--- src/rtl/gpio_bank_pkg.sv ---
`default_nettype none
// ============================================================================
//  Module   : gpio_bank_pkg
//  Brief    : Shared register-select encoding for the GPIO port bank.
//  Revision : 1.0 - initial release
// ============================================================================
package gpio_bank_pkg;

    localparam logic [1:0] REG_PORT  = 2'd0;
    localparam logic [1:0] REG_TRIS  = 2'd1;
    localparam logic [1:0] REG_IOCEN = 2'd2;
    localparam logic [1:0] REG_IOCF  = 2'd3;

endpackage
`default_nettype wire

--- src/rtl/gpio_port_slice.sv ---
`default_nettype none
// ============================================================================
//  Module   : gpio_port_slice
//  Brief    : One GPIO port: latch/TRIS/IOCEN/IOCF, pin synchroniser,
//             change detect and interrupt-on-change strobe.
//  Revision : 1.0 - initial release
// ============================================================================
module gpio_port_slice #(
    parameter int WIDTH       = 8,
    parameter int SYNC_STAGES = 2
) (
    input  logic             clk,
    input  logic             rst,
    input  logic             i_wr_port,
    input  logic             i_wr_tris,
    input  logic             i_wr_iocen,
    input  logic             i_wr_iocf,
    input  logic [WIDTH-1:0] i_wr_data,
    input  logic [WIDTH-1:0] i_pin,
    output logic [WIDTH-1:0] o_port_rd,
    output logic [WIDTH-1:0] o_tris,
    output logic [WIDTH-1:0] o_iocen,
    output logic [WIDTH-1:0] o_iocf,
    output logic [WIDTH-1:0] o_pin_out,
    output logic [WIDTH-1:0] o_pin_oe,
    output logic             o_irq_strobe
);

    logic [WIDTH-1:0] r_sync [SYNC_STAGES];
    logic [WIDTH-1:0] r_prev;
    logic [WIDTH-1:0] r_latch;
    logic [WIDTH-1:0] r_tris;
    logic [WIDTH-1:0] r_iocen;
    logic [WIDTH-1:0] r_iocf;
    logic [WIDTH-1:0] r_iocf_d;
    logic             r_strobe;

    logic [WIDTH-1:0] w_sync;
    logic [WIDTH-1:0] w_set;
    logic [WIDTH-1:0] w_clr;
    logic [WIDTH-1:0] w_iocf_next;

    assign w_sync      = r_sync[SYNC_STAGES-1];
    assign w_set       = (w_sync ^ r_prev) & r_iocen & r_tris;
    assign w_clr       = i_wr_iocf ? i_wr_data : '0;
    // OR-ing the set term last lets a new change win over a coincident W1C
    assign w_iocf_next = (r_iocf & ~w_clr) | w_set;

    always_ff @(posedge clk) begin
        if (rst) begin
            for (int i = 0; i < SYNC_STAGES; i++) begin
                r_sync[i] <= '0;
            end
            r_prev   <= '0;
            r_latch  <= '0;
            r_tris   <= '1;
            r_iocen  <= '0;
            r_iocf   <= '0;
            r_iocf_d <= '0;
            r_strobe <= 1'b0;
        end else begin
            r_sync[0] <= i_pin;
            for (int i = 1; i < SYNC_STAGES; i++) begin
                r_sync[i] <= r_sync[i-1];
            end
            r_prev <= w_sync;
            if (i_wr_port) begin
                r_latch <= i_wr_data;
            end
            if (i_wr_tris) begin
                r_tris <= i_wr_data;
            end
            if (i_wr_iocen) begin
                r_iocen <= i_wr_data;
            end
            r_iocf   <= w_iocf_next;
            r_iocf_d <= r_iocf;
            // Fires the cycle after any flag bit rose from 0 to 1
            r_strobe <= |(r_iocf & ~r_iocf_d);
        end
    end

    assign o_port_rd    = (r_tris & w_sync) | (~r_tris & r_latch);
    assign o_tris       = r_tris;
    assign o_iocen      = r_iocen;
    assign o_iocf       = r_iocf;
    assign o_pin_out    = r_latch;
    assign o_pin_oe     = ~r_tris;
    assign o_irq_strobe = r_strobe;

endmodule
`default_nettype wire

--- src/rtl/gpio_port_bank.sv ---
`default_nettype none
// ============================================================================
//  Module   : gpio_port_bank
//  Brief    : Bank of GPIO ports with register address decode and read mux.
//  Revision : 1.0 - initial release
// ============================================================================
module gpio_port_bank #(
    parameter int NUM_PORTS   = 2,
    parameter int WIDTH       = 8,
    parameter int SYNC_STAGES = 2
) (
    input  logic                       clk,
    input  logic                       rst,
    input  logic [3:0]                 reg_addr,
    input  logic                       wr_en,
    input  logic [7:0]                 data_in,
    output logic [7:0]                 data_out,
    input  logic [NUM_PORTS*WIDTH-1:0] physical_in,
    output logic [NUM_PORTS*WIDTH-1:0] physical_out,
    output logic [NUM_PORTS*WIDTH-1:0] physical_oe,
    output logic [NUM_PORTS-1:0]       irq_strobe
);

    import gpio_bank_pkg::*;

    logic [1:0]       w_idx;
    logic [1:0]       w_sel;
    logic [WIDTH-1:0] w_rd;
    logic             w_unused_data;

    logic [WIDTH-1:0] w_port_rd [NUM_PORTS];
    logic [WIDTH-1:0] w_tris    [NUM_PORTS];
    logic [WIDTH-1:0] w_iocen   [NUM_PORTS];
    logic [WIDTH-1:0] w_iocf    [NUM_PORTS];

    assign w_idx         = reg_addr[3:2];
    assign w_sel         = reg_addr[1:0];
    assign w_unused_data = ^data_in;

    generate
        for (genvar p = 0; p < NUM_PORTS; p++) begin : g_port
            localparam logic [1:0] c_idx = 2'(p);
            logic w_hit;

            assign w_hit = wr_en && (w_idx == c_idx);

            gpio_port_slice #(
                .WIDTH       (WIDTH),
                .SYNC_STAGES (SYNC_STAGES)
            ) u_slice (
                .clk          (clk),
                .rst          (rst),
                .i_wr_port    (w_hit && (w_sel == REG_PORT)),
                .i_wr_tris    (w_hit && (w_sel == REG_TRIS)),
                .i_wr_iocen   (w_hit && (w_sel == REG_IOCEN)),
                .i_wr_iocf    (w_hit && (w_sel == REG_IOCF)),
                .i_wr_data    (data_in[WIDTH-1:0]),
                .i_pin        (physical_in[p*WIDTH +: WIDTH]),
                .o_port_rd    (w_port_rd[p]),
                .o_tris       (w_tris[p]),
                .o_iocen      (w_iocen[p]),
                .o_iocf       (w_iocf[p]),
                .o_pin_out    (physical_out[p*WIDTH +: WIDTH]),
                .o_pin_oe     (physical_oe[p*WIDTH +: WIDTH]),
                .o_irq_strobe (irq_strobe[p])
            );
        end
    endgenerate

    // Unpopulated port indices fall through with the zero default
    always_comb begin
        w_rd = '0;
        for (int p = 0; p < NUM_PORTS; p++) begin
            if (w_idx == 2'(p)) begin
                case (w_sel)
                    REG_PORT:  w_rd = w_port_rd[p];
                    REG_TRIS:  w_rd = w_tris[p];
                    REG_IOCEN: w_rd = w_iocen[p];
                    default:   w_rd = w_iocf[p];
                endcase
            end
        end
    end

    assign data_out = 8'(w_rd);

endmodule
`default_nettype wire

--- config.mk ---
export PLATFORM = sky130hd
export DESIGN_NAME = gpio_port_bank
export DESIGN_NICKNAME = d
export VERILOG_FILES = /design/src/rtl/gpio_bank_pkg.sv /design/src/rtl/gpio_port_slice.sv /design/src/rtl/gpio_port_bank.sv
export SDC_FILE = /design/constraint.sdc
export NUM_CORES = 1
export LEC_CHECK = 0
export CAP_MARGIN = 40
export CORE_AREA = 2 2 103 105
export CTS_CLUSTER_SIZE = 30
export DETAILED_ROUTE_END_ITERATION = 10
export DIE_AREA = 0 0 105 107
export HOLD_SLACK_MARGIN = 0.03
export PLACE_DENSITY = 0.78
export SYNTH_ARGS = -nofsm -noshare
export SYNTH_HDL_FRONTEND = slang
export SYNTH_SLANG_ARGS = --single-unit
--- constraint.sdc ---
create_clock -name clk -period 1.5 [get_ports clk]
set_input_delay 0.15 -clock clk [delete_from_list [all_inputs] [get_ports clk]]
set_output_delay 0.15 -clock clk [all_outputs]
set_load 0.02 [all_outputs]
==> impl_metrics.py <==
metrics = {
    "job": {
        "cap_violations": 0,
    },
    "global_routing": {
        "met1_usage": 0.418,
        "track_usage": 0.306,
        "antenna_found_initial": 1,
        "grt_pass1_wl_mm": 26.2,
        "use_met3": 0.0760,
        "use_met2": 0.455,
        "grt_overflow": 0,
        "grt-busiest-layer": "met2",
        "grt_max_degree": 42,
        "grt_pass1_vias": 4887,
    },
    "clocking": {
        "root_buffer": "clkbuf_8",
        "htreeDepth": 4,
        "cts_tree": "yes",
        "numCtsBuffers": 17,
        "cts_sinks": 130,
        "clockBufferDepth": 2,
        "clkLatencyLatePin_ns": 0.52,
        "path_clk_slew_ns": 0.06,
    },
    "final_layout": {
        "final_common_cell": "buf_4",
        "multi_input_area_sq_um": 2540,
        "nNetsFinal": 776,
        "mostFrequentLayoutCells": "116 x buf_4, 99 x dfxtp_1, 71 x nor2b_1",
        "area_delta_synth_final_pct": 41.7,
        "stdcell_count": 890,
        "nFillCells": 727,
        "seqCellArea_sq_um": 2650,
        "diodes": 0,
        "drive_above_1_share": 0.282,
    },
    "timing": {
        "slew_headroom": 0.652,
        "grt_setup_unrepaired": "true",
        "post-route-period-util": 1.24,
        "timing.final.ws_setup_ns": -0.354,
        "hold_ws_ns": 0.174,
        "drv_slew": 0,
        "worstMarginPinSlew_ns": 0.509,
        "setup_viol": 8,
        "period_needed_ns": 1.85,
        "max_freq_mhz": 539,
        "fin_worst_skew_ns": 0.00485,
        "hold_violations": 0,
    },
    "power_and_ir_drop": {
        "p_clk_frac": 0.458,
        "combPwrFrac": 0.102,
        "sequentialPowerShare": 0.440,
        "p_total_mw": 8.14,
        "ir_drop_v": 0.000629,
        "swShare": 0.231,
        "power_leakage_nw": 3.15,
        "intPower_mw": 6.26,
        "power_switching_mw": 1.88,
        "pwr_density_cell_nw_per_um2": 1070,
    },
    "synthesis": {
        "synth-seq-cells": 130,
        "syn-cell-area_sq_um": 5390,
        "synthCells": 583,
        "yosysSeqAreaShare": 0.482,
        "syn_area_per_cell_sq_um": 9.25,
        "async_flop_share": 0,
        "ys_warn_count": 0,
        "synth-edff-count": 0,
        "synthFlopType": "dfxtp_1",
        "syn_nets": 614,
        "synth.lib_cells_used.distinct": 34,
    },
    "floorplanning": {
        "start_util": 0.534,
        "core_sq_um": 10100,
        "num_rows": 37,
        "dieArea_sq_um": 11200,
        "io_pins": 73,
        "die_w_um": 105,
        "die_h_um": 107,
    },
    "critical_path": {
        "path_class": "flop to primary output",
        "cp.arrival_ns": 1.70,
        "worstReg2RegStart": "g_port[1].u_slice.o_iocf[4]",
        "rr_worst_depth": 5,
        "path_max_fanout": 4,
        "reg2reg_to": "g_port[1].u_slice.o_irq_strobe",
        "cp-end-kind": "primary output",
        "r2r_setup_slack_ns": 0.20,
        "critPathLaunchType": "flop",
        "worstPathRequired_ns": 1.35,
    },
    "status": {
        "status": "finished with violations",
        "violations": "setup timing",
    },
    "drt": {
        "drt.antenna.violating_nets": 0,
        "vias": 5001,
        "first_pass_iters": 7,
        "totalWireLength_mm": 16.3,
        "drt_iter0_markers": 399,
        "viasPerCell": 5.62,
        "drc": 0,
        "drt-wirelength-per-cell_um": 18.3,
    },
    "place": {
        "placed_cells": 859,
        "place_hpwl_mm": 11.8,
        "portBuffers": 72,
        "gp_congestion": 0.896,
    },
    "min_path": {
        "min_delay_path_depth": 2,
        "hold_path.class": "input port to flop",
        "hp-start": "physical_in[14]",
        "hold_end": "g_port[1].u_slice.r_sync[0][6]",
    },
}
-- state kept, by name (all words and copies together), names as in the netlist --
signal                       flops
g_port.u_slice.o_iocen          16
g_port.u_slice.o_iocf           16
g_port.u_slice.o_irq_strobe      2
g_port.u_slice.o_pin_out        16
g_port.u_slice.o_tris           16
g_port.u_slice.r_iocf_d         16
g_port.u_slice.r_prev           16
g_port.u_slice.r_sync           32
-- worst max-delay path by stage --
| stage | startpoint | to | cells after the start |
|---|---|---|---|
| final | g_port[1].u_slice.o_tris[1] | data_out[1] | 4 |
| after global routing | g_port[1].u_slice.o_iocf[2] | data_out[2] | 4 |
| after CTS | g_port[1].u_slice.o_tris[6] | data_out[6] | 4 |
| after detailed placement | reg_addr[3] | data_out[7] | 4 |
| after global placement | reg_addr[2] | data_out[6] | 4 |
| after floorplan | reg_addr[1] | data_out[5] | 5 |
-- logic make-up after synthesis --
| family | synth area share |
|---|---|
| and+or+nand+nor | 0.202 |
| AOI/OAI and AO/OA | 0.191 |
| xor gates and xnor gates | 0.0260 |
| muxes | 0.0297 |
| DFF | 0.482 |
| buffers and inverters | 0.0687 |
-- critical path, stage by stage (launching register included) --
cell and delay (ns):
dfxtp_4 0.36, nor4b_4 0.13, a221o_1 0.31, o22ai_1 0.20, buf_4 0.18
-- power groups by stage --
stage          Sequential [mW]  Clock [mW]  Combinational [mW]
2_1_floorplan             3.64           0               0.394
3_3_place_gp              3.65           0               0.780
3_5_place_dp              3.65           0               0.795
4_1_cts                   3.58        3.77               0.818
5_1_grt                   3.59        3.92               0.882
6_report                  3.58        3.73               0.832
-- per-stage QoR --
stage	setup WS (ns)	setup TNS, ns	util	instance area (sq um)
6_report	-0.354	-2.65	0.757	7640
5_1_grt	-0.391	-2.96	0.757	7640
4_1_cts	-0.349	-2.74	0.754	7610
3_5_place_dp	-0.557	-9.31	0.692	6980
3_3_place_gp	-0.551	-8.04	0.692	6980
2_1_floorplan	0.0523	0	-	5390
-- synthesized netlist by cell type, types with 2 or more instances --
master | count | area (sq um)
a2111oi_0 | 2 | 17.5
nand3_1 | 32 | 160
mux2i_1 | 16 | 160
a221o_1 | 16 | 160
o22ai_1 | 8 | 50.1
nor4b_1 | 16 | 140
a31oi_1 | 2 | 12.5
buf_6 | 6 | 67.6
nand2b_1 | 17 | 106
clkbuf_1 | 26 | 97.6
a21oi_1 | 48 | 240
a22oi_1 | 4 | 30.0
xnor2_1 | 16 | 140
nand2_1 | 24 | 90.1
o21ai_1 | 4 | 20.0
o21ai_0 | 44 | 220
nor2b_1 | 71 | 444
a311o_1 | 16 | 160
buf_2 | 11 | 55.1
dfxtp_1 | 130 | 2600
buf_4 | 4 | 30.0
nor2_1 | 17 | 63.8
o31ai_1 | 16 | 120
inv_1 | 27 | 101
-- what timing repair did --
action                     CTS  global route
setup buffers                0             2
hold buffers                 1             0
hold endpoints to repair    12             0
pin swaps                   13             7
gates resized for setup    126            29
cloned                       0             0
setup endpoints to repair   42            25
-- final cells by class --
cell class	instances	share of cell area
clock inverters	5	0.00720
clock buffers	23	0.0624
multi-input cells	377	0.332
inverters	27	0.0133
well taps	136	0.0223
flip-flops and latches	130	0.347
repair buffers	192	0.216
-- metal layers --
metal | vias up | wire length, um
met5 | - | 10
met4 | 2 | 432
met2 | 213 | 7310
met1 | 2382 | 7200
met3 | 30 | 1330
li1 | 2374 | -
No activity file was read; power rests on OpenSTA's default activity.
